`config.mk`:
```
export PLATFORM = sky130hd
export DESIGN_NAME = gate_counter
export DESIGN_NICKNAME = d
export VERILOG_FILES = /design/src/rtl/gate_pkg.sv /design/src/rtl/sync2.sv /design/src/rtl/gate_counter.sv
export SDC_FILE = /design/constraint.sdc
export NUM_CORES = 1
export LEC_CHECK = 0
export BUFFER_PORTS_ARGS = -buffer_cell sky130_fd_sc_hd__clkbuf_2
export CAP_MARGIN = 25
export CORE_MARGIN = 10
export CORE_UTILIZATION = 45
export DETAILED_ROUTE_END_ITERATION = 10
export GPL_TIMING_DRIVEN = 0
export PLACE_DENSITY = 0.65
export RECOVER_POWER = 50
export REMOVE_ABC_BUFFERS = 1
export SKIP_CTS_REPAIR_TIMING = 1
export SLEW_MARGIN = 20
export SYNTH_ARGS = -nofsm -noshare
export SYNTH_HDL_FRONTEND = slang
export SYNTH_SLANG_ARGS = --single-unit
```
`constraint.sdc`:
```
create_clock -name clk -period 2.9 [get_ports clk]
set_input_delay 0 -clock clk [delete_from_list [all_inputs] [get_ports clk]]
set_output_delay 0 -clock clk [all_outputs]
set_load 0.005 [all_outputs]
```
`src/rtl/gate_pkg.sv`:
```
// Gate counter shared types.
// FSM state encoding and the default occupancy limit.
package gate_pkg;

  typedef enum logic [2:0] {
    IDLE,
    E1,
    E2,
    E3,
    X1,
    X2,
    X3,
    ABORT
  } gate_state_t;

  localparam int CNT_MAX_DEF = 3;

endpackage

```
`src/rtl/sync2.sv`:
```
// Two-flop synchronizer for one asynchronous sensor bit.
// Clears with the block's synchronous active-low reset.
module sync2 (
  input  logic clk,
  input  logic reset,
  input  logic d,
  output logic q
);

  logic meta;

  always_ff @(posedge clk) begin
    if (!reset) begin
      meta <= 1'b0;
      q    <= 1'b0;
    end else begin
      meta <= d;
      q    <= meta;
    end
  end

endmodule

```
`src/rtl/gate_counter.sv`:
```
// Two-beam gate occupancy counter.
// Tracks entry/exit beam sequences and keeps a saturating count.
module gate_counter
  import gate_pkg::*;
#(
  parameter int CNT_MAX = CNT_MAX_DEF
) (
  input  logic       clk,
  input  logic       reset,
  input  logic       a,
  input  logic       b,
  output logic [1:0] cnt,
  output logic       enter_pulse,
  output logic       exit_pulse,
  output logic       full,
  output logic       empty
);

  localparam logic [1:0] MAX = CNT_MAX[1:0];

  logic        sa;
  logic        sb;
  logic [1:0]  p;
  logic        inc;
  logic        dec;
  gate_state_t state;
  gate_state_t nxt;

  sync2 u_sync_a (
    .clk  (clk),
    .reset(reset),
    .d    (a),
    .q    (sa)
  );

  sync2 u_sync_b (
    .clk  (clk),
    .reset(reset),
    .d    (b),
    .q    (sb)
  );

  assign p = {sa, sb};

  always_ff @(posedge clk) begin
    if (!reset) state <= IDLE;
    else        state <= nxt;
  end

  // Each step holds on its own pattern and backs up on the previous one.
  always_comb begin
    nxt = state;
    inc = 1'b0;
    dec = 1'b0;
    unique case (state)
      IDLE: begin
        if (p == 2'b10)      nxt = E1;
        else if (p == 2'b01) nxt = X1;
        else if (p == 2'b11) nxt = ABORT;
      end
      E1: begin
        if (p == 2'b11)      nxt = E2;
        else if (p == 2'b00) nxt = IDLE;
        else if (p == 2'b01) nxt = ABORT;
      end
      E2: begin
        if (p == 2'b01)      nxt = E3;
        else if (p == 2'b10) nxt = E1;
        else if (p == 2'b00) nxt = ABORT;
      end
      E3: begin
        if (p == 2'b00) begin
          nxt = IDLE;
          inc = 1'b1;
        end
        else if (p == 2'b11) nxt = E2;
        else if (p == 2'b10) nxt = ABORT;
      end
      X1: begin
        if (p == 2'b11)      nxt = X2;
        else if (p == 2'b00) nxt = IDLE;
        else if (p == 2'b10) nxt = ABORT;
      end
      X2: begin
        if (p == 2'b10)      nxt = X3;
        else if (p == 2'b01) nxt = X1;
        else if (p == 2'b00) nxt = ABORT;
      end
      X3: begin
        if (p == 2'b00) begin
          nxt = IDLE;
          dec = 1'b1;
        end
        else if (p == 2'b11) nxt = X2;
        else if (p == 2'b01) nxt = ABORT;
      end
      ABORT: begin
        if (p == 2'b00) nxt = IDLE;
      end
      default: nxt = IDLE;
    endcase
  end

  always_ff @(posedge clk) begin
    if (!reset) begin
      cnt         <= 2'd0;
      enter_pulse <= 1'b0;
      exit_pulse  <= 1'b0;
    end else begin
      enter_pulse <= inc;
      exit_pulse  <= dec;
      if (inc && cnt != MAX)
        cnt <= cnt + 2'd1;
      else if (dec && cnt != 2'd0)
        cnt <= cnt - 2'd1;
    end
  end

  assign full  = (cnt == MAX);
  assign empty = (cnt == 2'd0);

endmodule

```
---- Word level (Yosys, flattened, before mapping) ----
Cells that the tools add are included.
storage, ports and cells
  flip-flop bits (word level) ............. 11
  output and inout bits ................... 6
  word-level logic and storage cells ...... 57
operators by class
  reduce and logical (&&, ||, !) cells .... 8
  eq/ne operators ......................... 14
  add/sub/neg operators ................... 2
  muxes and demuxes ....................... 25
operators with widths
  kind                                                 count
  2-to-1 mux 3 bit                                     19
  one-hot mux 3 bit (8 select lines)                   1
  equality test 3 bit, second input constant           4
  equality test 2 bit, second input constant           3
  equality test 3 x 2 -> 1 bit, second input constant  2
  logical NOT 2 bit                                    2
  2-to-1 mux 2 bit                                     2
  != test 2 bit, second input constant                 2
  != test 4 bit, second input constant                 1
  nonzero test 2 bit                                   2
  equality test 3 x 1 -> 1 bit, second input constant  1
  logical NOT 3 bit                                    1
  2-to-1 mux 1 bit                                     3
  adder 2 x 1 -> 2 bit, second input constant          1
  equality test 2 x 1 -> 1 bit, second input constant  1
  logical AND 1 bit                                    2
  AND reduction 2 bit                                  1
  subtractor 2 x 1 -> 2 bit, second input constant     1

---- Logic depth before layout (Yosys ltp) ----
  depth after elaboration ................. 6
  gate-level depth with buffers ........... 7
  gate-level depth less buffers ........... 6

---- By module ----
A second synthesis with hierarchy kept.
second synthesis, totals
  cells, all modules ...................... 88
  area total of the unflattened synthesis .. 678.2 um^2
modules (own cells, without submodules)
  module        cells each  seq. area each (um^2)  instances  area an instance (um^2)
  gate_counter  80          140.1                  1          573.0
  sync2         4           40.0                   2          52.6

---- Worst setup path before layout ----
No wires, ideal clock.
  path kind ............................... reg-to-reg
  start ................................... register u_sync_b.q
  end ..................................... register cnt[0]
  setup slack ............................. 1.275 ns
  setup time .............................. 0.058 ns
  path buffers ............................ 1
  stages on the path, launching flop included .. 8
  arrival ................................. 1.567 ns
  cells stage by stage .................... dfxtp_1 buf_2 inv_1 ha_1 nand2_2 or4b_1 a21oi_1 o21a_1
on the way
  cells in the longest elaborated chain, start to end .. 5
  elaborated cells on any way between the ends .. 8
  those cells by class .................... 4 x mux; 4 x reduce/logical
ends and longest elaborated chain
  element                                                 RTL line                                  source
  from (decl)                                             sync2.sv:7                                output logic q
  from (signal assigned)                                  sync2.sv:18                               q <= meta;
  logical NOT 2 bit (*)                                   gate_counter.sv:72, gate_counter.sv:90
  2-to-1 mux 1 bit (*)                                    gate_counter.sv:72, gate_counter.sv:90
  2-to-1 mux 1 bit                                        gate_counter.sv:55                        unique case (state)
  logical AND 1 bit (on tied branches)                    gate_counter.sv:112, gate_counter.sv:114
  2-to-1 mux 2 bit or nonzero test 2 bit (tied branches)  -
  to (signal assigned)                                    gate_counter.sv:113                       cnt <= cnt + 2'd1;
  to (signal assigned)                                    gate_counter.sv:115                       cnt <= cnt - 2'd1;
  to (decl)                                               gate_counter.sv:12                        output logic [1:0] cnt,
Mark *: on every way between the ends. The rest lies on a longest branch, timed or not.
A chain may end at the register's enable or synchronous reset.

---- Worst setup path after layout ----
  start ................................... register u_sync_b.q
  end ..................................... register state[2]
on the way
  cells in the longest elaborated chain, start to end .. 5
  elaborated cells on any way between the ends .. 25
  those cells by class .................... 5 x eq/ne; 18 x mux; 2 x reduce/logical
ends and longest elaborated chain
  element                                                     RTL line            source
  equality test 2 x 1 -> 1 bit, or another cell as far along  -
  2-to-1 mux 3 bit                                            -
  2-to-1 mux 3 bit, or another cell as far along              gate_counter.sv:94  else if (p == 2'b11) nxt = X2;
  2-to-1 mux 3 bit, or another cell as far along              gate_counter.sv:90  if (p == 2'b00) begin
  one-hot mux 3 bit (8 select lines)                          gate_counter.sv:55
  to (signal assigned)                                        gate_counter.sv:47  else state <= nxt;
  to (decl)                                                   gate_counter.sv:26  gate_state_t state;
Several ways; a longest one is shown, not always the timed one.

==> run_results.csv <==
group,metric,value,unit
power,power_frac_clock,0.174,
logic_synthesis,synthXorXnorAreaFrac,0,
layout,num-fill-cells,150,
clock_network,ctsLongestPathBuffers,2,
worst_setup_path,r2r-start,"u_sync_b.q$_SDFF_PN0_",
clock_network,clk_pin_slew,0.07,ns
worst_setup_path,data_arrival_at_the_endpoint_of_the_critical_path,2.02,ns
logic_synthesis,syn_area_per_cell,7.72,um^2
power,power_frac_comb,0.374,
sta,worst-slew-pin-transition,0.564,ns
power,int_power,0.000345,W
power,psw,0.000249,W
detailed_routing,ant_nets,0,
worst_setup_path,worstPathRequired,3.10,ns
floorplanning,die_x,60.0,um
global_routing,track_usage,0.0945,
logic_synthesis,ys_top_cells_by_area,"sky130_fd_sc_hd__dfxtp_1 (31%), sky130_fd_sc_hd__ha_1 (8.7%), sky130_fd_sc_hd__o21ai_0 (7.0%), sky130_fd_sc_hd__and2_1 (5.2%), sky130_fd_sc_hd__a21oi_1 (4.2%)",
clock_network,clock_latency,0.27,ns
power,cellLeakagePower,0.315,nW
global_routing,antenna_found_initial,0,
worst_hold_path,holdCritPathClass,"input port to flop",
worst_setup_path,crit_fanout,13,
power,pwr_density_cell,747,nW/um^2
layout,flow.area_growth_from_synthesis,10.8,%
logic_synthesis,ys_seq_elements,11,
detailed_routing,drt_pre_antenna_iters,4,
layout,layout.cell_area.non_filler,796,um^2
worst_setup_path,worst-setup-path-type,"flop to flop",
sta,timing_max_transition_violations_final,0,
detailed_routing,dr.first_iter.drc_count,16,
logic_synthesis,synth_async_sr_flop_share,0,
placed_design,port_buffers,9,
logic_synthesis,ys.flop_type,"sky130_fd_sc_hd__dfxtp_1",
sta,unrepaired_setup_endpoints_after_global_routing,"no",
logic_synthesis,yosysTopAreaCellShare,0.307,
logic_synthesis,synthesis.area,718,um^2
floorplanning,core_area,1510,um^2
clock_network,cts_root_buf,"sky130_fd_sc_hd__clkbuf_4",
worst_setup_path,critical_path.top_delay_family,"flip-flops",
layout,mostFrequentLayoutCells,"sky130_fd_sc_hd__dfxtp_1 (11), sky130_fd_sc_hd__o21ai_0 (10), sky130_fd_sc_hd__nand2_1 (8)",
logic_synthesis,synth-compound-area-share,0.260,
layout,post_route_cells_drive_above_1_share,0.119,
sta,timing.final.setup_violations,0,
outcome,status,"finished, final reports clean",
placed_design,placer_s_final_routability_congestion_estimate,0.827,
detailed_routing,drc,0,
sta,achievable-frequency,551,MHz
worst_setup_path,crit_path_start_kind,"flop",
job,number_of_maximum_capacitance_constraint_violations,0,
detailed_routing,via_count,664,
logic_synthesis,yosysWarningCount,0,
worst_setup_path,slowest_stage,"sky130_fd_sc_hd__dfxtp_1",
floorplanning,ios,10,
logic_synthesis,post_synthesis_mux_area_share,0,
sta,period_needed,1.81,ns
worst_hold_path,worst_hold_path.num_cells,3,
logic_synthesis,postSynthCellCount,93,
layout,final_net_count,111,
clock_network,tritoncts,"built",
worst_hold_path,holdCritStartpoint,"reset",
sta,finalHoldViolations,0,
detailed_routing,totalWireLength,1560,um
placed_design,placed_cell_area,751,um^2
clock_network,clock_tree.htree_level_count,1,
worst_hold_path,holdPathEnd,"state[2]$_SDFFE_PN0P_",
logic_synthesis,synth_adder_area_share,0.0871,
worst_setup_path,r2r_cells,6,
power,swShare,0.419,
sta,period_share,0.626,
layout,final_common_cell,"sky130_fd_sc_hd__dfxtp_1",
sta,worst_clock_skew,0.00420,ns
floorplanning,die_area,3590,um^2
detailed_routing,drt-wirelength-per-cell,13.3,um
worst_setup_path,timing.reg2reg.setup_slack,1.09,ns
floorplanning,placement_rows,14,
detailed_routing,via_per_inst,5.68,
global_routing,grt_pass1_wl,2680,um
sta,timing.setup.tns,0,ns
worst_setup_path,crit_chain,"inv_1, ha_1, nand2b_1, nor4b_1, o22ai_1, a21oi_1",
logic_synthesis,synthDominantAreaCellType,"sky130_fd_sc_hd__dfxtp_1",
logic_synthesis,yosysSeqAreaShare,0.307,
logic_synthesis,combinational_family_with_the_most_area_after_synthesis,"simple AND/OR/NAND/NOR gates",
logic_synthesis,post_synth_and_or_nand_nor_area_fraction,0.286,
clock_network,cts_made_buffers,3,
floorplanning,starting_density_of_the_core,0.477,
worst_setup_path,worst_r2r_endpoint,"state[2]$_SDFFE_PN0P_",
global_routing,grt_start_max_net_pins,19,
worst_setup_path,path_buf_inv,1,
power,seqPwrFrac,0.453,
worst_setup_path,critical-path-max-stage-delay,0.58,ns
placed_design,detailedPlacementHpwl,1110,um
power,ir_worst_vdd,0.499,mV
floorplanning,dieHeight,60.0,um
logic_synthesis,synth_edf_count,0,
global_routing,global_route.overflow_total,0,
sta,max-slew-margin-rel,0.624,
worst_setup_path,endpoint_kind,"flop",
layout,antenna-diode-count,0,
logic_synthesis,number_of_distinct_library_cells_after_synthesis,29,
global_routing,grt_pass1_vias,622,
clock_network,clk_sinks,11,
-- per-layer routing --
metal	GRT usage	part of all wire	vias up
li1	-	-	350
met1	0.119	0.47	298
met2	0.140	0.47	16
met3	0.0530	0.066	0
met4	0.0128	0	0
met5	0	0	-
-- cells in the mapped netlist (2+ instances only) --
| cell | instances |
|---|---|
| sky130_fd_sc_hd__dfxtp_1 | 11 |
| sky130_fd_sc_hd__nor2b_1 | 3 |
| sky130_fd_sc_hd__nor3_1 | 3 |
| sky130_fd_sc_hd__inv_1 | 3 |
| sky130_fd_sc_hd__clkbuf_1 | 2 |
| sky130_fd_sc_hd__a21oi_1 | 6 |
| sky130_fd_sc_hd__nand2_1 | 8 |
| sky130_fd_sc_hd__nor2_1 | 6 |
| sky130_fd_sc_hd__o21ai_0 | 10 |
| sky130_fd_sc_hd__a31oi_1 | 3 |
| sky130_fd_sc_hd__buf_2 | 5 |
| sky130_fd_sc_hd__ha_1 | 5 |
| sky130_fd_sc_hd__nand2b_1 | 2 |
| sky130_fd_sc_hd__o31ai_1 | 2 |
| sky130_fd_sc_hd__o21a_1 | 3 |
| sky130_fd_sc_hd__o22ai_1 | 2 |
| sky130_fd_sc_hd__and2_1 | 6 |
| sky130_fd_sc_hd__and3_1 | 2 |
-- worst reg2reg max path: cells and delay by family (launching register included) --
family | cells | cell delay, ns
and+or+nand+nor | 2 | 0.49
AOI/OAI and AO/OA | 2 | 0.24
buffers and inverters | 1 | 0.19
DFF | 1 | 0.58
adders and majority gates | 1 | 0.26
-- flip-flops by register name (all words and copies together), names as in the netlist --
register       cells
state              3
cnt                2
enter_pulse        1
exit_pulse         1
u_sync_a.meta      1
u_sync_a.q         1
u_sync_b.meta      1
u_sync_b.q         1
-- how the worst max path moves through the flow --
| stage | startpoint | to | slack (ns) | cells after the start |
|---|---|---|---|---|
| after CTS | u_sync_b.q$_SDFF_PN0_ | state[2]$_SDFFE_PN0P_ | 1.08 | 6 |
| after detailed placement | u_sync_b.q$_SDFF_PN0_ | state[2]$_SDFFE_PN0P_ | 1.09 | 6 |
| after global placement | u_sync_b.q$_SDFF_PN0_ | state[2]$_SDFFE_PN0P_ | 1.12 | 6 |
| final | u_sync_b.q$_SDFF_PN0_ | state[2]$_SDFFE_PN0P_ | 1.09 | 6 |
| after global routing | u_sync_b.q$_SDFF_PN0_ | state[2]$_SDFFE_PN0P_ | 0.91 | 6 |
| after floorplan | u_sync_b.q$_SDFF_PN0_ | cnt[0]$_SDFFE_PN0P_ | 1.32 | 6 |
-- area by class of cell --
type	instances	area (um^2)	share of cell area
Clock buffer	3	22.5	0.0283
Clock inverter	1	5.00	0.00629
Inverter	3	11.3	0.0142
Multi-Input combinational cell	72	454	0.571
Sequential cell	11	220	0.277
Tap cell	16	20.0	0.0252
Timing Repair Buffer	11	62.6	0.0786
-- kinds of logic (layout without fill, tap and decap cells) --
kind of cell             Yosys count  count (layout)
AND/OR/NAND/NOR                   37              37
AO/OA/AOI/OAI                     30              30
flip-flops                        11              11
buffers and inverters             10              18
adder cells (fa/ha/maj)            5               5
-- metrics by stage --
step / hold WS [ns] / instances / util / worst slack [ns] / power, W
floorplan: 0.116 / 86 / - / 1.32 / 0.000420
global placement: 0.211 / 111 / 0.498 / 1.12 / 0.000488
detailed placement: 0.206 / 111 / 0.498 / 1.09 / 0.000492
CTS: -0.0764 / 115 / 0.517 / 1.08 / 0.000596
global route: 0.101 / 117 / 0.528 / 0.906 / 0.000656
finish: 0.0708 / 117 / 0.528 / 1.09 / 0.000594
-- power groups by stage --
| stage | sequential (W) | clock [W] | combinational [W] |
|---|---|---|---|
| detailed placement | 0.000270 | 0 | 0.000222 |
| global placement | 0.000268 | 0 | 0.000220 |
| finish | 0.000269 | 0.000103 | 0.000222 |
| CTS | 0.000267 | 0.000106 | 0.000222 |
| floorplan | 0.000246 | 0 | 0.000174 |
| global route | 0.000280 | 0.000116 | 0.000260 |
Power figures use the tool's default switching activity.
